**config.mk**
```make
export PLATFORM = sky130hd
export DESIGN_NAME = sar_successive_approx_controller
export DESIGN_NICKNAME = d
export VERILOG_FILES = /design/src/rtl/sar_adc_pkg.sv /design/src/rtl/sar_trial_register.sv /design/src/rtl/sar_successive_approx_controller.sv
export SDC_FILE = /design/constraint.sdc
export NUM_CORES = 1
export LEC_CHECK = 0
export ABC_CLOCK_PERIOD_IN_PS = 2070
export CAP_MARGIN = 5
export CORE_ASPECT_RATIO = 0.5
export CORE_MARGIN = 2
export CORE_UTILIZATION = 44
export DETAILED_ROUTE_END_ITERATION = 8
export HOLD_SLACK_MARGIN = 0.08
export PLACE_DENSITY = 0.68
export SLEW_MARGIN = 20
export SYNTH_ARGS = -nofsm -noshare
export SYNTH_HDL_FRONTEND = slang
export SYNTH_SLANG_ARGS = --single-unit
```
**constraint.sdc**
```tcl
create_clock -name clk -period 2.07 [get_ports clk]
set_input_delay 0.414 -clock clk [delete_from_list [all_inputs] [get_ports clk]]
set_output_delay 0.414 -clock clk [all_outputs]
set_load 0.02 [all_outputs]
```
**src/rtl/sar_adc_pkg.sv**
```systemverilog
// Shared types and constants for the SAR ADC controller slice.
// Optional build macro used by the controller: SAR_CTRL_COMP_SETTLE_EN.
package sar_adc_pkg;

  localparam int SAR_N_BITS = 11;

  typedef enum logic [1:0] {
    IDLE,
    SAMPLE,
    CONVERT,
    DONE
  } sar_state_e;

  typedef logic [SAR_N_BITS-1:0] sar_code_t;

endpackage

```
**src/rtl/sar_trial_register.sv**
```systemverilog
// Trial code register for the binary search. It holds the code driven to the
// DAC plus a one-hot pointer marking the bit currently under trial.
// A step resolves the pointed bit from comp_in and then arms the next lower bit.
module sar_trial_register
  import sar_adc_pkg::*;
#(
  parameter int N_BITS = SAR_N_BITS
) (
  input  logic              clk,
  input  logic              reset,
  input  logic              clear,
  input  logic              load_msb,
  input  logic              step,
  input  logic              comp_in,
  output logic [N_BITS-1:0] code,
  output logic              last_bit
);

  localparam logic [N_BITS-1:0] MSB_ONLY = {1'b1, {(N_BITS-1){1'b0}}};

  logic [N_BITS-1:0] code_q, code_d;
  logic [N_BITS-1:0] ptr_q, ptr_d;
  logic [N_BITS-1:0] ptr_shift;
  logic [N_BITS-1:0] code_step;

  // After the last bit the pointer shifts out to zero, so no new bit is armed.
  assign ptr_shift = ptr_q >> 1;

  // Per bit: drop the pointed bit when the comparator says Vin < Vdac,
  // then set the bit that becomes the next trial.
  for (genvar gi = 0; gi < N_BITS; gi++) begin : g_bit
    assign code_step[gi] = (code_q[gi] & ~(ptr_q[gi] & ~comp_in)) | ptr_shift[gi];
  end

  // Next-state selection: clear wins over load, load wins over step.
  always_comb begin
    code_d = code_q;
    ptr_d  = ptr_q;
    if (clear) begin
      code_d = '0;
      ptr_d  = '0;
    end else if (load_msb) begin
      code_d = MSB_ONLY;
      ptr_d  = MSB_ONLY;
    end else if (step) begin
      code_d = code_step;
      ptr_d  = ptr_shift;
    end
  end

  // State registers.
  always_ff @(posedge clk or negedge reset) begin
    if (!reset) begin
      code_q <= '0;
      ptr_q  <= '0;
    end else begin
      code_q <= code_d;
      ptr_q  <= ptr_d;
    end
  end

  assign code     = code_q;
  assign last_bit = ptr_q[0];

endmodule

```
**src/rtl/sar_successive_approx_controller.sv**
```systemverilog
// SAR ADC successive-approximation controller: sample, binary search MSB
// first against the comparator, publish the final code with a done pulse.
// Build macro SAR_CTRL_COMP_SETTLE_EN: each bit trial takes a SETTLE cycle
// followed by a DECIDE cycle, and comp_in is only used on the DECIDE edge.
module sar_successive_approx_controller
  import sar_adc_pkg::*;
#(
  parameter int N_BITS        = SAR_N_BITS,
  parameter int SAMPLE_CYCLES = 2
) (
  input  logic              clk,
  input  logic              reset,
  input  logic              start,
  input  logic              comp_in,
  output logic              track,
  output logic [N_BITS-1:0] dac_code,
  output logic              busy,
  output logic              done,
  output logic [N_BITS-1:0] result
);

  localparam int CNT_W = (SAMPLE_CYCLES > 1) ? $clog2(SAMPLE_CYCLES) : 1;
  localparam logic [CNT_W-1:0] CNT_LAST = CNT_W'(SAMPLE_CYCLES - 1);

  sar_state_e        state_q;
  logic [CNT_W-1:0]  cnt_q;
  logic              track_q;
  logic              busy_q;
  logic              done_q;
  logic [N_BITS-1:0] result_q;

  logic              last_sample;
  logic              decide;
  logic              trial_clear;
  logic              trial_load;
  logic              trial_step;
  logic [N_BITS-1:0] trial_code;
  logic              trial_last;

`ifdef SAR_CTRL_COMP_SETTLE_EN
  logic settle_q;
  // settle_q low = SETTLE cycle, high = DECIDE cycle.
  assign decide = settle_q;
`else
  assign decide = 1'b1;
`endif

  assign last_sample = (state_q == SAMPLE) && (cnt_q == CNT_LAST);
  assign trial_clear = (state_q == DONE);
  assign trial_load  = last_sample;
  assign trial_step  = (state_q == CONVERT) && decide;

  sar_trial_register #(
    .N_BITS (N_BITS)
  ) u_trial (
    .clk      (clk),
    .reset    (reset),
    .clear    (trial_clear),
    .load_msb (trial_load),
    .step     (trial_step),
    .comp_in  (comp_in),
    .code     (trial_code),
    .last_bit (trial_last)
  );

  // Conversion FSM with registered status outputs and result capture.
  always_ff @(posedge clk or negedge reset) begin
    if (!reset) begin
      state_q  <= IDLE;
      cnt_q    <= '0;
      track_q  <= 1'b0;
      busy_q   <= 1'b0;
      done_q   <= 1'b0;
      result_q <= '0;
`ifdef SAR_CTRL_COMP_SETTLE_EN
      settle_q <= 1'b0;
`endif
    end else begin
      done_q <= 1'b0;
      unique case (state_q)
        IDLE: begin
          if (start) begin
            state_q <= SAMPLE;
            cnt_q   <= '0;
            track_q <= 1'b1;
            busy_q  <= 1'b1;
          end
        end
        SAMPLE: begin
          if (last_sample) begin
            state_q <= CONVERT;
            track_q <= 1'b0;
`ifdef SAR_CTRL_COMP_SETTLE_EN
            settle_q <= 1'b0;
`endif
          end else begin
            cnt_q <= cnt_q + CNT_W'(1);
          end
        end
        CONVERT: begin
`ifdef SAR_CTRL_COMP_SETTLE_EN
          settle_q <= ~settle_q;
`endif
          if (trial_step && trial_last) begin
            state_q  <= DONE;
            done_q   <= 1'b1;
            // The LSB is the bit resolved on this edge; upper bits are final.
            result_q <= {trial_code[N_BITS-1:1], comp_in};
          end
        end
        DONE: begin
          if (start) begin
            state_q <= SAMPLE;
            cnt_q   <= '0;
            track_q <= 1'b1;
          end else begin
            state_q <= IDLE;
            busy_q  <= 1'b0;
          end
        end
      endcase
    end
  end

  assign track    = track_q;
  assign dac_code = trial_code;
  assign busy     = busy_q;
  assign done     = done_q;
  assign result   = result_q;

endmodule

```
==> results.md, run 1 <==
Critical path:
- The buffer and inverter count on the worst path is 2.
- The worst setup path is launched from a flip-flop.
- In this run the worst path has a maximum fanout of 13.
- The critical setup path kind is flip-flop to flip-flop.
- The largest single stage delay on the critical path is 0.41 ns.
- Walking the worst path, the cells encountered are inv_1, ha_1, buf_4, nand2b_1, o21ai_0, a21oi_1.
- The top cell family by delay on the critical path is flip-flops.
- Counting cells, the worst reg-to-reg path comes to 6.
- The endpoint class of the critical path is a flip-flop.
- The critical path crosses 6 cells after its start point.
- Among all stages on the critical path, the largest delay is contributed by sky130_fd_sc_hd__dfrtp_1.
- Data on the critical path is required at its endpoint by between 2 and 2.5 ns.
- The arrival time reported for the critical path endpoint is 1.86 ns.

Pwr:
- The power per unit of standard cell area is ~1000 mW/mm².
- The static leakage power is 0.988 nW.
- IR analysis of the VDD net gives a maximum drop of ~0.79 mV.

Detailed routing:
- In the routed design, unresolved DRC markers number 0.
- The first routing iteration left 54 violations.
- The routed length per placed instance is 12.6 µm.
- The first TritonRoute pass finished after 4 iterations.
- The total number of vias is ~1,200.
- The count of antenna-violating nets left after detailed routing is 0.
- The post-detailed-route via-to-cell ratio is just under 5.
- For this block, the routed nets add up to 3.02 mm of wire.

Synthesis:
- The async set-or-reset flop fraction in the synthesized netlist is 100%.
- The leading cell type by number of instances after synthesis is sky130_fd_sc_hd__dfrtp_1.
- Among all flip-flop cells after synthesis, the most frequent one is sky130_fd_sc_hd__dfrtp_1.
- Summing the sequential cell areas from Yosys gives a little under three fifths of the chip area.
- The count of flip-flops with a built-in enable after synthesis is 0.
- The synthesized netlist occupies a cell area of 0.00171 mm².
- After synthesis, the netlist uses 22 different library cells.
- The post-synthesis register bit count is 39.
- The count of synthesis-stage warnings from yosys is 0.
- Ranked by total cell area, the synthesized netlist is headed by sky130_fd_sc_hd__dfrtp_1 57%, sky130_fd_sc_hd__mux2_4 7.9%, sky130_fd_sc_hd__o21ai_0 6.7%.
- Summed over all instances, the cell type with the most area after synthesis is sky130_fd_sc_hd__dfrtp_1.
- The per-instance average area after synthesis is 11.1 µm².
- The fraction of post-synthesis cell area in the top cell type by area is 57.2%.
- The number of instances in the synthesized netlist is 154.
- The post-synth net total is about 160.
- After synthesis, the most frequently instantiated cells are 39 x sky130_fd_sc_hd__dfrtp_1, 23 x sky130_fd_sc_hd__o21ai_0, 17 x sky130_fd_sc_hd__inv_1, 14 x sky130_fd_sc_hd__nand2_1, 13 x sky130_fd_sc_hd__a21oi_1.

Timing:
- The normalized max-slew margin is between 50% and 60%.
- The number of hold-slack violations in the final timing report is 0.
- Setup repair after global routing left no endpoint under its margin.
- Clock skew on the completed layout was measured at 0.00678 ns.
- The final setup violation count is 0.
- In the final timing run, aggregate negative setup slack is 0 ns.
- Static timing analysis puts the maximum clock frequency at 0.580 GHz.
- The pin slew with the least headroom to its limit is 0.622 ns.
- In the post-route analysis, the smallest setup slack over all paths is about 0.35 ns.
- The final period demand of the worst path is 1.72 ns.
- The max-slew violation total from the final report is 0.
- After layout, the worst path uses 83.3% of the clock period.

Worst hold path:
- The kind of path behind the tightest hold check is primary input to async pin.

Layout:
- Summing all multi-input logic gate instances after layout gives 634 µm².
- The filler-free cell count of the finished design is 239.
- The finished cells cover 0.00213 mm².
- The filler cell count in the final layout is 326.
- The area growth from synthesis to final layout is 24.8%.
- After the last flow step, the layout net total stands at 197.
- 0 antenna diodes ended up in the layout.
- Cells with a size suffix above 1 make up 12.8% of the layout.
- In the final layout, flip-flops and latches occupy 976 µm².

Placed design:
- Counting tap cells, the placed design contains a total of about 230 instances.
- The final RePlAce weighted congestion is 0.814.
- The number of buffers inserted by port buffering is 28.
- The total half-perimeter wirelength after legalization and detailed placement is approximately 2.2 mm.
- In this run the cell area measured after placement is 0.00204 mm².
- The pre-CTS setup slack is 0.345 ns.

Global routing:
- The initial antenna violation count is 0.
- The number of global-route vias before repair is 1,071.
- The largest net degree at the start of global routing is 40.
- In the global route stage, overall resource usage came out at 15.4%.
- The total congestion overflow after global routing is 0.
- The first global-routing pass estimated 5.00 mm of wire.

Clock network:
- The number of clock buffers added by TritonCTS is 5.
- TritonCTS built the clock tree.
- The count of clock tree sinks is 39.
- Counting along the longest clock path gives a buffer depth of 2.
- The post-CTS clock slew at the launch and capture registers of the worst setup and hold paths is 0.07 ns.
- Post-CTS repair changed the size of 0 cells.
- The clock reaches the later pin of the worst-skew pair after 0.28 ns.
- The post-cts hold buffer count is 0.
- After clock tree synthesis, the setup repair step added 0 buffers.
- The H-tree was split into 2 levels.
- The library cell used as clock root buffer is sky130_fd_sc_hd__clkbuf_8.

Die:
- In this run the vertical extent of the chip is 48.0 µm.
- For this configuration, the core starts out at a cell density of 47.8%.
- From left edge to right edge, the die measures approximately 90 µm.
- The floorplan has 15 rows.
- The total core area is about 0.0036 mm².
- The floorplan die area is 0.00442 mm².
- The number of primary I/O pins is 29.

Run status:
- The flow ran to the end, and the final reports show no timing, DRC or antenna violations.

Run:
- The tool flagged a number of max-cap violations equal to 0.
==> cells in the final DEF, fill, tap and decap left out <==
| cell type | n |
|---|---|
| sky130_fd_sc_hd__dfrtp_1 | 39 |
| sky130_fd_sc_hd__clkdlybuf4s50_1 | 27 |
| sky130_fd_sc_hd__o21ai_0 | 23 |
| sky130_fd_sc_hd__inv_1 | 17 |
| sky130_fd_sc_hd__nand2_1 | 14 |
| sky130_fd_sc_hd__a21oi_1 | 13 |
| sky130_fd_sc_hd__mux2_4 | 9 |
| sky130_fd_sc_hd__nor2b_1 | 7 |
| sky130_fd_sc_hd__ha_1 | 6 |
| sky130_fd_sc_hd__nand2b_1 | 5 |
| sky130_fd_sc_hd__clkbuf_8 | 5 |
| sky130_fd_sc_hd__buf_4 | 4 |
| sky130_fd_sc_hd__and2b_1 | 3 |
| sky130_fd_sc_hd__mux2_2 | 3 |
| sky130_fd_sc_hd__a31oi_1 | 2 |
| sky130_fd_sc_hd__nand3_1 | 1 |
| sky130_fd_sc_hd__a211o_1 | 1 |
| sky130_fd_sc_hd__o2111ai_1 | 1 |
| sky130_fd_sc_hd__a2bb2oi_1 | 1 |
| sky130_fd_sc_hd__o21ai_1 | 1 |
| sky130_fd_sc_hd__nor2_1 | 1 |
| sky130_fd_sc_hd__o31ai_1 | 1 |
| sky130_fd_sc_hd__clkinvlp_4 | 1 |
| sky130_fd_sc_hd__clkinv_2 | 1 |
| sky130_fd_sc_hd__clkbuf_1 | 1 |
| sky130_fd_sc_hd__buf_2 | 1 |
==> layer usage <==
| metal | share of wire [%] | GRT usage, % | up-vias |
|---|---|---|---|
| li1 | - | - | 574 |
| met1 | 50 | 20.4 | 554 |
| met2 | 44 | 24.7 | 32 |
| met3 | 4.8 | 4.72 | 5 |
| met4 | 0.63 | 6.27 | 0 |
| met5 | 0 | 0 | - |
==> flip-flops by register name, indices dropped and copies added, names as in the netlist <==
name / cells
busy: 1
cnt_q: 1
done: 1
result: 11
state_q: 2
track: 1
u_trial.code: 11
u_trial.ptr_q: 11
==> stage by stage <==
stage / utilization [%] / total power, mW / hold WS, ns
2_1_floorplan: - / 1.50 / 0.118
3_3_place_gp: 57.3 / 1.73 / 0.489
3_5_place_dp: 57.3 / 1.76 / 0.491
4_1_cts: 59.7 / 2.26 / 0.186
5_1_grt: 59.7 / 2.40 / 0.213
6_report: 59.7 / 2.23 / 0.171
==> cell families (layout without fill, tap and decap cells) <==
kind of cell	count (synthesis)	count (layout)	share of synthesized area, %
compound gates	43	43	13.6
buf+inv	23	57	5.58
mux	12	12	9.90
fa+ha+maj	6	6	4.40
flops	39	39	57.2
simple gates	31	31	9.32
==> layout make-up <==
class	instances	share of cell area, %
flip-flops and latches	39	45.9
multi-input cells	92	29.8
clock buffers	6	3.41
inverters	17	3.00
well taps	51	3.00
repair buffers	32	14.3
clock inverters	2	0.588
==> path summary, 6_finish.rpt <==
check / from / slack [ns] / end
max: state_q[0]$_DFFE_PN0P_ / 0.35 / u_trial.code[5]$_DFFE_PN0P_
min: reset / 0.17 / cnt_q$_DFFE_PN0P_
max reg2reg: state_q[0]$_DFFE_PN0P_ / 0.35 / u_trial.code[5]$_DFFE_PN0P_
min reg2reg: result[4]$_DFFE_PN0P_ / 0.50 / result[4]$_DFFE_PN0P_
max in group asynchronous: reset / 1.57 / u_trial.ptr_q[9]$_DFFE_PN0P_
min in group clk: result[4]$_DFFE_PN0P_ / 0.50 / result[4]$_DFFE_PN0P_
==> report_power, final <==
part           internal, mW  switching [mW]
combinational         0.330           0.468
sequential            0.868          0.0741
clock                 0.235           0.255
total                  1.43           0.797
No activity file was read; power rests on OpenSTA's default activity.
==> run 2, diff against run 1 <==
--- a/config.mk
+++ b/config.mk
@@ -5,14 +5,14 @@
 export SDC_FILE = /design/constraint.sdc
 export NUM_CORES = 1
 export LEC_CHECK = 0
-export ABC_CLOCK_PERIOD_IN_PS = 2070
+export ABC_CLOCK_PERIOD_IN_PS = 1570
 export CAP_MARGIN = 5
 export CORE_ASPECT_RATIO = 0.5
 export CORE_MARGIN = 2
 export CORE_UTILIZATION = 44
 export DETAILED_ROUTE_END_ITERATION = 8
 export HOLD_SLACK_MARGIN = 0.08
-export PLACE_DENSITY = 0.68
+export PLACE_DENSITY = 0.71
 export SLEW_MARGIN = 20
 export SYNTH_ARGS = -nofsm -noshare
 export SYNTH_HDL_FRONTEND = slang
==> constraint.sdc (replaced) <==
create_clock -name clk -period 1.57 [get_ports clk]
set_input_delay 0.314 -clock clk [delete_from_list [all_inputs] [get_ports clk]]
set_output_delay 0.314 -clock clk [all_outputs]
set_load 0.02 [all_outputs]
==> run 2 against run 1 <==
Net effect:
- core utilization grew 4.4 points
- worst setup slack got worse by 0.31 ns
- sequential share of layout area is 3.1 points lower
- critical path type is now flip-flop to output pin
- critical endpoint is now result[5]
==> results.md, run 2 (same netlist as run 1, synthesis figures left out) <==
Timing:
- The pin slew with the least headroom to its limit is 0.480 ns (-0.141 ns).
- The maximum clock rate is 0.653 GHz.
- The max-slew violation total from the final report is 0 (unchanged).
- For the finished layout, the period the worst path requires is 1.53 ns.
- Setup repair after global routing left no endpoint under its margin.
- The final worst clock skew is 0.00734 ns (+0.000562 ns).
- The worst hold margin is 0.505 ns (+0.334 ns).
- The normalized max-slew margin is 68.0% (+9.5 points).
- The final setup violation count came to 0 (unchanged).
- The post-route fraction of the period consumed by the critical path is 97.6%.
- The total negative setup slack is 0 ns (unchanged).
- The number of hold-slack violations in the final timing report is 0 (unchanged).
- The final setup slack of the worst path is 0.0384 ns (-0.307 ns).

Die:
- The total core area is 0.00357 mm² (unchanged).
- The initial cell density of the core was 47.8% (unchanged).
- The number of primary I/O pins is 29 (unchanged).
- The die extent in y is 48.0 µm (unchanged).
- The overall die width is 92.0 µm (unchanged).
- The floorplan die area is 0.00442 mm² (unchanged).
- The number of rows created at floorplan is 15 (unchanged).

Pwr:
- The static leakage power came to 1.22 nW (+24%).
- The power per unit of standard cell area is 1470 mW/mm² (+40%).
- The worst vdd rail ir drop is 0.995 mV (+27%).
- The overall power consumption is 3.35 mW (+50%).

Clock network:
- The post-CTS clock slew at the launch and capture registers of the worst setup and hold paths came to 0.07 ns (about the same).
- The root buffer cell chosen for the clock tree is sky130_fd_sc_hd__clkbuf_8.
- The TritonCTS buffer count came to 5 (unchanged).
- TritonCTS built the clock tree.
- The number of buffers on the longest clock path came to 2 (unchanged).
- The worst-skew pair later-pin latency is 0.29 ns (about the same).
- The number of H-tree branching levels was 2 (unchanged).
- The count of clock tree sinks is 39 (unchanged).

Detailed routing:
- The total number of vias is 1,234 (+5.9%).
- The count of antenna-violating nets left after detailed routing is 0 (unchanged).
- The first-pass iteration count of the detailed router was 4 (unchanged).
- The post-detailed-route DRC marker count is 0 (unchanged).
- The total wire length after detailed routing is 3.21 mm (+6.2%).
- The routed length per placed instance is 13.0 µm (+3.2%).
- The post-detailed-route via-to-cell ratio is 5.02 (+2.9%).
- The DRC violation total after the first TritonRoute iteration was 51 (-5.6%).

Run:
- The max-cap check violation count is 0 (unchanged).

Layout:
- The area growth from synthesis to final layout is 34.0%.
- The total inserted antenna cells is 0 (unchanged).
- The share of cells above drive strength 1 is 19.0% (+6.2 points).
- The top cell types in the final layout, fill and taps aside, are 38 x sky130_fd_sc_hd__dfrtp_1, 22 x sky130_fd_sc_hd__o21ai_0, 16 x sky130_fd_sc_hd__inv_1.
- The final-stage net count was 204 (+3.6%).
- Leaving out fill and tap cells, the most frequent cell in the layout is sky130_fd_sc_hd__dfrtp_1.
- The final design utilization is 64.1% (+4.4 points).

Critical path:
- The buffer and inverter count on the worst path was 1 (-1).
- The endpoint class of the critical path is an output pin.
- The maximum net fanout on the critical path is 2 (-11).
- Traced cell by cell, the critical path runs through clkdlybuf4s50_1.
- The critical setup path kind is flip-flop to output pin.
- For this design, the slowest cell found on the critical path is sky130_fd_sc_hd__clkdlybuf4s50_1.
- The delay of the slowest cell on the worst path was 0.60 ns (+0.19 ns).
- The worst setup path is launched from a flip-flop.
- The worst endpoint required time is 1.26 ns (-0.95 ns).
- The arrival time reported for the critical path endpoint is 1.22 ns (-0.64 ns).
- The top cell family by delay on the critical path is buffers and inverters.

Placed design:
- The number of buffers inserted by port buffering was 28 (unchanged).
- The total half-perimeter wirelength after legalization and detailed placement was 2.12 mm (-1.7%).
- The final RePlAce weighted congestion is 0.783 (-3.8%).
- The pre-CTS setup slack was -0.00762 ns (-0.352 ns).

Global routing:
- The number of global-route vias before repair was 1,096 (+2.3%).
- The all-layer global routing usage is 15.6% (+0.15 points).
- The initial antenna violation count came to 0 (unchanged).
- The total congestion overflow after global routing is 0 (unchanged).
- The largest net degree at the start of global routing is 40 (unchanged).
- The global-route wire length before repair is 5.02 mm (+0.42%).

Run status:
- The run finished with clean final reports.

Worst hold path:
- The worst hold path belongs to the class flip-flop to flip-flop.
==> run 2: final timing paths <==
path	start	endpoint	slack [ns]	cells past startpoint
setup / recovery	result[5]$_DFFE_PN0P_	result[5]	0.04	1
hold / removal	result[5]$_DFFE_PN0P_	result[5]$_DFFE_PN0P_	0.51	1
setup reg to reg	state_q[0]$_DFFE_PN0P_	state_q[1]$_DFFE_PN0P_	0.09	6
hold reg to reg	result[5]$_DFFE_PN0P_	result[5]$_DFFE_PN0P_	0.51	1
max in group asynchronous	reset	state_q[1]$_DFFE_PN0P_	0.61	3
min in group asynchronous	reset	result[10]$_DFFE_PN0P_	0.60	3
==> run 2: cell type report <==
class	instances	area [µm²]
timing repair buffer	39	414
multi-input combinational	92	654
clock inverter	3	43.8
fill	281	1280
tap	51	63.8
clock buffer	5	68.8
sequential	39	977
inverter	17	63.8
==> run 2: per-stage QoR <==
step	instances	area, µm²
final	246	2290
after global routing	246	2290
after CTS	244	2210
after detailed placement	235	2100
after global placement	235	2100
after floorplan	154	1710
==> run 2: what timing repair did <==
| action | in CTS | in global routing |
|---|---|---|
| hold endpoints to repair | 23 | 0 |
| pin swaps | 0 | 0 |
| resized for setup | 14 | 18 |
| buffers inserted | 0 | 1 |
| hold buffers | 1 | 0 |
| gates cloned | 0 | 1 |
| endpoints found under the setup margin | 22 | 28 |
==> run 2: per-layer routing <==
metal  global-route usage [%]  vias up  share of wire (%)
met5                        0        -                  0
met2                     27.4       23                 47
li1                         -      601                  -
met3                     4.25        0                3.8
met1                     19.3      610                 49
met4                     6.27        0                  0
==> run 2: report_power, final <==
part | switching (mW) | internal, mW | total [mW]
registers | 0.109 | 1.15 | 1.26
logic | 0.688 | 0.585 | 1.27
clock network | 0.352 | 0.473 | 0.825
==> run 3, diff against run 2 <==
--- a/config.mk
+++ b/config.mk
@@ -12,7 +12,9 @@
 export CORE_UTILIZATION = 44
 export DETAILED_ROUTE_END_ITERATION = 8
 export HOLD_SLACK_MARGIN = 0.08
+export MAX_ROUTING_LAYER = met4
 export PLACE_DENSITY = 0.71
+export SKIP_CTS_REPAIR_TIMING = 1
 export SLEW_MARGIN = 20
 export SYNTH_ARGS = -nofsm -noshare
 export SYNTH_HDL_FRONTEND = slang
==> run 3 against run 2 <==
Net effect:
- fmax about the same
- highest routed layer unchanged
- flip-flop and latch count stayed put
- worst setup slack got worse by 0.00071 ns
- global-route usage is 0.41 points higher
- sequential power about the same
- power up 0.72%
- combinational power about the same
==> results.md, run 3 (same netlist as run 1, synthesis figures left out) <==
Run status:
- The flow ran to the end, and the final reports show no timing, DRC or antenna violations.

Timing:
- The final worst clock skew is 0.00757 ns (+0.000229 ns).
- The number of hold-slack violations in the final timing report is 0 (unchanged).
- The max-slew violation total from the final report is 0 (unchanged).
- The final period demand of the worst path is 1.53 ns (+0.000714 ns).
- The pin slew with the least headroom to its limit is 0.476 ns (-0.00392 ns).
- The post-route fraction of the period consumed by the critical path is 97.6% (about the same).
- The final setup violation count is 0 (unchanged).
- The worst hold margin was 0.0625 ns (-0.443 ns).
- The normalized max-slew margin is 68.3% (+0.26 points).
- Setup repair after global routing left no endpoint under its margin.
- The maximum clock rate came to 0.653 GHz (about the same).

Detailed routing:
- The DRC violation total after the first TritonRoute iteration is 66 (+29%).
- The total wire length after detailed routing was 3.22 mm (+0.47%).
- The first-pass iteration count of the detailed router was 4 (unchanged).
- The post-detailed-route DRC marker count is 0 (unchanged).
- The total number of vias is 1,228 (-0.49%).
- The routed length per placed instance was 13.1 µm (+0.88%).
- The count of antenna-violating nets left after detailed routing is 0 (unchanged).
- The post-detailed-route via-to-cell ratio is 5.01 (about the same).

Critical path:
- The critical path in this run is classified as flip-flop to output pin.
- Among cell families on the critical path, the largest total delay comes from buffers and inverters.
- The delay of the slowest cell on the worst path is 0.60 ns (about the same).
- The worst endpoint required time was 1.26 ns (about the same).
- Walking the worst path, the cells encountered are clkdlybuf4s50_1.
- The worst setup path is launched from a flip-flop.
- The buffer and inverter count on the worst path came to 1 (unchanged).
- The arrival time reported for the critical path endpoint is 1.22 ns (about the same).
- In this run the critical register-to-register path is captured at state_q[1]$_DFFE_PN0P_.
- The worst setup path is captured at an output pin.
- The path depth of the worst reg2reg path came to 6 (unchanged).
- The slowest stage of the critical path belongs to the cell sky130_fd_sc_hd__clkdlybuf4s50_1.
- The maximum net fanout on the critical path was 2 (unchanged).
- The register-to-register setup slack is 0.09 ns (about the same).
- In this run the critical register-to-register path is launched from state_q[0]$_DFFE_PN0P_.

Die:
- The total core area came to 0.00357 mm² (unchanged).
- The die extent in y is 48.0 µm (unchanged).
- The overall die width is 92.0 µm (unchanged).
- The number of primary I/O pins is 29 (unchanged).
- The number of rows created at floorplan came to 15 (unchanged).
- The initial cell density of the core is 47.8% (unchanged).
- The floorplan die area is 0.00442 mm² (unchanged).

Placed design:
- The final RePlAce weighted congestion is 0.794 (+1.4%).
- The number of buffers inserted by port buffering is 28 (unchanged).
- The total half-perimeter wirelength after legalization and detailed placement is 2.12 mm (unchanged).

Global routing:
- The global-route wire length before repair is 4.97 mm (-0.98%).
- The largest net degree at the start of global routing came to 40 (unchanged).
- The number of global-route vias before repair is 1,085 (-1.0%).
- The initial antenna violation count was 0 (unchanged).
- The total congestion overflow after global routing is 0 (unchanged).
- The all-layer global routing usage is 16.0% (+0.41 points).

Run:
- The max-cap check violation count is 0 (unchanged).

Clock network:
- The number of H-tree branching levels is 2 (unchanged).
- The tree is rooted in a sky130_fd_sc_hd__clkbuf_8.
- The TritonCTS buffer count is 5 (unchanged).
- TritonCTS built the clock tree.
- The number of buffers on the longest clock path is 2 (unchanged).
- The worst-skew pair later-pin latency came to 0.29 ns (about the same).
- The count of clock tree sinks is 39 (unchanged).
- The post-CTS clock slew at the launch and capture registers of the worst setup and hold paths is 0.08 ns (about the same).

Layout:
- In the layout the commonest cells are 38 x sky130_fd_sc_hd__dfrtp_1, 24 x sky130_fd_sc_hd__dlymetal6s2s_1, 21 x sky130_fd_sc_hd__o21ai_0.
- The filler cell count in the final layout is 271 (-3.6%).
- The most common cell after layout, fill and taps aside is sky130_fd_sc_hd__dfrtp_1.
- The total inserted antenna cells is 0 (unchanged).
- The share of cells above drive strength 1 is 19.1% (+0.098 points).
- The final-stage net count came to 203 (-0.49%).
- The area growth from synthesis to final layout is 36.3%.
- The final design utilization is 65.2% (+1.1 points).

Pwr:
- The overall power consumption is 3.38 mW (+0.72%).
- The power per unit of standard cell area is 1450 mW/mm² (-0.96%).
- The worst vdd rail ir drop was 0.998 mV (+0.25%).
- The static leakage power is 1.38 nW (+13%).

Worst hold path:
- The tightest min-delay check is of the primary input to async pin type.
run 3: cell count changes in the layout (fill, tap and decap cells not counted), sizes merged:
cell / delta
dlymetal6s2s: +13
dlygate4sd2: -13
dlygate4sd3: -1
run 3: layer usage:
metal	track usage, %	share of wire [%]	vias to the layer above
li1	-	-	598
met1	19.2	47	605
met2	26.9	48	25
met3	4.25	4.8	0
met4	6.27	0	0
met5	-	0	-
run 3: worst max path at each step:
stage	from	endpoint	slack, ns	depth (start not counted)
after global placement	state_q[1]$_DFFE_PN0P_	u_trial.code[6]$_DFFE_PN0P_	-0.002	6
final	result[5]$_DFFE_PN0P_	result[5]	0.04	1
after floorplan	state_q[0]$_DFFE_PN0P_	result[0]$_DFFE_PN0P_	0.13	5
after CTS	u_trial.code[5]$_DFFE_PN0P_	dac_code[5]	-0.04	1
after detailed placement	state_q[1]$_DFFE_PN0P_	u_trial.ptr_q[3]$_DFFE_PN0P_	-0.008	6
after global routing	state_q[0]$_DFFE_PN0P_	state_q[1]$_DFFE_PN0P_	0.004	6
run 3: report_power, final:
part | switching (mW) | leakage, nW | internal (mW)
Clock | 0.351 | 0.0581 | 0.473
Combinational | 0.691 | 0.813 | 0.607
Sequential | 0.109 | 0.505 | 1.15
run 3: cell type report:
class / instances / area (µm²) / area share, %
sequential: 39 / 977 / 42.0
inverter: 17 / 63.8 / 2.74
multi-input combinational: 92 / 654 / 28.1
clock inverter: 3 / 43.8 / 1.88
clock buffer: 5 / 68.8 / 2.96
timing repair buffer: 38 / 453 / 19.5
tap: 51 / 63.8 / 2.74
run 3: stage by stage:
step                      setup WS (ns)  TNS (ns)  cell area (µm²)  instances
after floorplan                   0.132         0             1710        154
after global placement         -0.00155  -0.00155             2100        235
after detailed placement       -0.00762   -0.0102             2100        235
after CTS                       -0.0449    -0.394             2210        243
after global routing            0.00352         0             2320        245
final                            0.0377         0             2320        245
==> edit 1 (flow settings as in run 2) <==
The option `SAR_CTRL_COMP_SETTLE_EN` is turned on by a define.
--- a/src/rtl/sar_successive_approx_controller.sv
+++ b/src/rtl/sar_successive_approx_controller.sv
@@ -2,6 +2,8 @@
 // first against the comparator, publish the final code with a done pulse.
 // Build macro SAR_CTRL_COMP_SETTLE_EN: each bit trial takes a SETTLE cycle
 // followed by a DECIDE cycle, and comp_in is only used on the DECIDE edge.
+`define SAR_CTRL_COMP_SETTLE_EN
+
 module sar_successive_approx_controller
   import sar_adc_pkg::*;
 #(
Function: changed (Yosys sat finds a counterexample within 10 cycles, from zero or initial values and one cycle with reset low).
==> edit 1 against run 2 <==
Via count rose by 7.5%; area after synthesis barely moved; routed wire length rose by 20%; non-clock buffer count rose by 4; sequential cell count rose by 1; maximum frequency fell by 0.26%; critical path depth did not move; setup slack got worse by 0.0040 ns; design area rose by 2.6%; critical endpoint is now result[8]; largest cell class unchanged.
Power is not compared: it rests on default switching activity, and its combinational part moved more than twofold at a synthesized area within 25%.
==> edit 1: results (changes against run 2) <==
STA
  • Fin Clk Skew: 0.00514 ns (-0.00220 ns)
  • Fin Hold WS: 0.0695 ns (-0.436 ns)
  • Rel. slew slack: 66.5% (-1.5 points)
  • Final worst slack: 0.0344 ns (-0.00400 ns)

Logic synthesis
  • Syn_nets: 162 (-1.2%)
  • Post-synth top cells: dfrtp_1 (40), nand2_1 (26), a21oi_1 (25)
  • Post-synthesis cell count: 152 (-1.3%)
  • Synth area leaders: dfrtp_1 (59%), a21oi_1 (7.3%), mux2_2 (7.3%)
  • Fraction of registers with async set/reset: 100% (unchanged)

Clock network
  • CTS resizes: 16 (+2)
  • Post-CTS Setup Inserts: 1 (+1)

Global routing
  • Vias in the first global route: 1250 (+14%)
  • First-pass GRT wire length: 6040 um (+20%)
  • Largest net degree at the start of global routing: 41 (+2.5%)
  • Met2 Use GR: 32.2% (+4.9 points)
  • GRT Util Overall: 18.6% (+3.0 points)
  • Met1 Track Usage GR: 24.1% (+4.7 points)

Routing
  • M1 WL: 1800 um (+14%)
  • Highest routed metal layer: met4
  • WL final: 3850 um (+20%)
  • DR WL/cell: 15.6 um (+20%)
  • Drt via density: 5.39 (+7.5%)
  • Routed met3 length: 121 um (-0.82%)
  • DR WL met2: 1880 um (+24%)

Placed design
  • RD Place Congestion: 0.772 (-1.4%)
  • Dpl cell area: 2100 sq um (+0.24%)
  • Place WS: -0.143 ns (-0.135 ns)
  • Dpl hpwl: 2380 um (+12%)

Critical path
  • R2R depth: 5 (-1)
  • RR Endpoint: result[0]
  • End point of the critical path: result[8]
  • Critical Path Start: result[8]

Power
  • Leak: 1.17 nW
  • Pwr/cell area: 836 nW/um^2

Final layout
  • Layout cell share with drive strength beyond 1: 24.6% (+5.6 points)
  • Fillers: 297 (+5.7%)
  • Layout area overhead: 37.5%

Run status
  • Status: completed

Worst hold path
  • Worst min path class: in2async
[edit 1: power by group through the flow]
stage          logic, mW  clock network (mW)  registers (mW)
2_1_floorplan    0.00617                   0            1.05
3_3_place_gp      0.0433                   0            1.05
3_5_place_dp      0.0436                   0            1.05
4_1_cts           0.0433               0.900            1.03
5_1_grt           0.0507               0.934            1.03
6_report          0.0439               0.887            1.03
[edit 1: kinds of logic after synthesis]
kind of cell,count (synthesis),synth area share (%)
mux,13,8.43
flops,40,58.7
simple gates,33,7.62
xor+xnor,1,0.513
buf+inv,15,4.18
fa+ha+maj,6,4.40
compound gates,44,16.2
[edit 1: cell type report]
type | count | share of cell area, %
Tap cell | 51 | 2.72
Inverter | 7 | 1.23
Clock buffer | 6 | 3.52
Sequential cell | 40 | 42.7
Clock inverter | 2 | 1.65
Multi-Input combinational cell | 97 | 30.4
Timing Repair Buffer | 43 | 17.8
==> edit 2 (config.mk and constraints of run 2) <==
Made on the original files. Reset style: synchronous (`reset`), changed in 2 clocked blocks.
--- a/src/rtl/sar_trial_register.sv
+++ b/src/rtl/sar_trial_register.sv
@@ -49,7 +49,7 @@
   end
 
   // State registers.
-  always_ff @(posedge clk or negedge reset) begin
+  always_ff @(posedge clk) begin
     if (!reset) begin
       code_q <= '0;
       ptr_q  <= '0;
--- a/src/rtl/sar_successive_approx_controller.sv
+++ b/src/rtl/sar_successive_approx_controller.sv
@@ -64,7 +64,7 @@
   );
 
   // Conversion FSM with registered status outputs and result capture.
-  always_ff @(posedge clk or negedge reset) begin
+  always_ff @(posedge clk) begin
     if (!reset) begin
       state_q  <= IDLE;
       cnt_q    <= '0;
Formal check against the unedited RTL: differs if reset is asserted again (counterexample within 4 cycles, from zero or initial values and one cycle with reset low); with reset held inactive, the same outputs for 10 cycles.
==> edit 2 against run 2 <==
Setup slack worse by 0.0056 ns; highest routed layer is now met4; area after synthesis is 7.0% lower; sequential cell count stayed put; total power is 21% lower; combinational power is 45% lower; routed wire length is 6.3% lower; design area is 8.4% lower; critical path depth stayed put; first-iteration DRC count stayed put; non-clock buffer count is 5 lower.
==> edit 2: results (changes against run 2) <==
Final layout
  • Final cell count without fillers: 274 (+11%)
  • Layout cell share with drive strength beyond 1: 8.97% (-10 points)
  • Nets: 233 (+14%)
  • Fillers: 336 (+20%)

STA
  • Fin Hold WS: 0.452 ns (-0.0527 ns)
  • Rel. slew slack: 78.4% (+10 points)
  • Fin. max-slew vios: 0 (unchanged)
  • Setup Total Neg Slack: 0 ns (unchanged)
  • Fin Clk Skew: 0.00764 ns (+0.000303 ns)

Logic synthesis
  • Main flop type after synthesis: dfxtp_1
  • Synth area leaders: dfxtp_1 (49%), a21oi_1 (12%), nand2_1 (8.5%)
  • Post-synth top cells: dfxtp_1 (39), a21oi_1 (37), nand2_1 (36)
  • Syn_area_per_cell: 8.44 sq um (-24%)
  • Syn_nets: 199 (+21%)
  • Sequential area share after synthesis: 49.2% (-8.0 points)
  • Fraction of registers with async set/reset: 0% (-100 points)
  • Yosys cell types: 25 (+14%)

Global routing
  • Initial antenna violation count: 0 (unchanged)
  • Vias in the first global route: 1121 (+2.3%)
  • First-pass GRT wire length: 4960 um (-1.2%)
  • GRT Util Overall: 16.2% (+0.65 points)
  • Largest net degree at the start of global routing: 21 (-48%)

Routing
  • WL final: 3010 um (-6.3%)
  • Routed Antenna Nets: 0 (unchanged)
  • Drt via density: 4.70 (-6.2%)
  • DRT Pass-1 Iters: 4 (unchanged)
  • Detailed Route Iter0 Violations: 51 (unchanged)

Placed design
  • Dpl hpwl: 2160 um (+1.9%)
  • Dpl cell area: 1970 sq um (-6.3%)
  • PortBufs: 28 (unchanged)
  • RD Place Congestion: 0.846 (+8.1%)

Power
  • Leak: 0.922 nW (-25%)
  • Max VDD drop: 0.733 mV (-26%)

Worst hold path
  • Hold path cells: 2 (+1)
  • End of the worst hold path: result[4]
  • Hold_sp: result[4]

Run status
  • Status: completed

Critical path
  • R2R depth: 4 (-2)
  • Critical Path Start: result[2]
  • Crit path max-delay cell type: clkdlybuf4s50_1
  • RR Endpoint: cnt_q
  • Reg2reg setup slack: 0.09 ns (about the same)
  • Crit-path max cell delay: 0.60 ns (about the same)
  • R2R Path Start: state_q[0]

Clock network
  • CTS root buf: clkbuf_8
  • Clock transition at the registers of the reported paths: about 0.080 ns
## edit 2: cell count changes in the layout (fill, tap and decap cells not counted), sizes merged, moves of 13 or more
| cell | change |
|---|---|
| nand2b | +13 |
| dfxtp | +39 |
| a21oi | +24 |
| dfrtp | -39 |
| nand2 | +22 |
| o21ai | -13 |
## edit 2: final cells by class
type | instances | area [sq um] | share of cell area [%]
Clock inverter | 3 | 43.8 | 2.09
Inverter | 12 | 45.0 | 2.15
Clock buffer | 5 | 68.8 | 3.29
Tap cell | 51 | 63.8 | 3.05
Multi-Input combinational cell | 130 | 731 | 34.9
Timing Repair Buffer | 34 | 359 | 17.2
Sequential cell | 39 | 782 | 37.4
## edit 2: repair_timing
item,in CTS,in global routing
endpoints found under the hold margin,0,0
resized for setup,11,13
setup endpoints to repair,11,38
buffers inserted,0,0
## edit 2: where the power goes
part           switching (mW)  internal, mW  total (mW)
clock                   0.357         0.473       0.830
combinational           0.387         0.311       0.698
sequential             0.0652          1.05        1.12
total                   0.809          1.84        2.64
## edit 2: layer usage
layer	share of wire, %	GRT usage (%)	vias up	wire (um)
met1	50	21.3	572	1490
met4	0.57	6.06	0	17
met3	4.5	5.91	3	135
met5	0	0	-	0
met2	45	24.6	21	1360
li1	-	-	693	-
## edit 2: metrics by stage
stage	setup slack [ns]	power (mW)
final	0.0328	2.64
after CTS	0.00267	2.66
after floorplan	0.237	1.63
after global placement	0.0890	1.82
after global routing	0.000784	2.78
after detailed placement	0.0396	1.84
## edit 2: cell families (layout without fill, tap and decap cells)
kind of cell | after synthesis | in the layout | share of synthesized area [%]
AND/OR/NAND/NOR | 68 | 68 | 21.3
AO/OA/AOI/OAI | 55 | 55 | 18.9
flip-flops | 39 | 39 | 49.2
buffers and inverters | 19 | 54 | 5.05
adder cells (fa/ha/maj) | 7 | 7 | 5.52
## edit 2: worst max path at each step
stage                       to  slack (ns)  depth (start not counted)
detailed placement  state_q[0]        0.04                          4
finish               result[2]        0.03                          1
floorplan                cnt_q        0.24                          4
CTS                 result[10]       0.003                          1
global placement    state_q[0]        0.09                          4
global route         result[9]      0.0008                          1
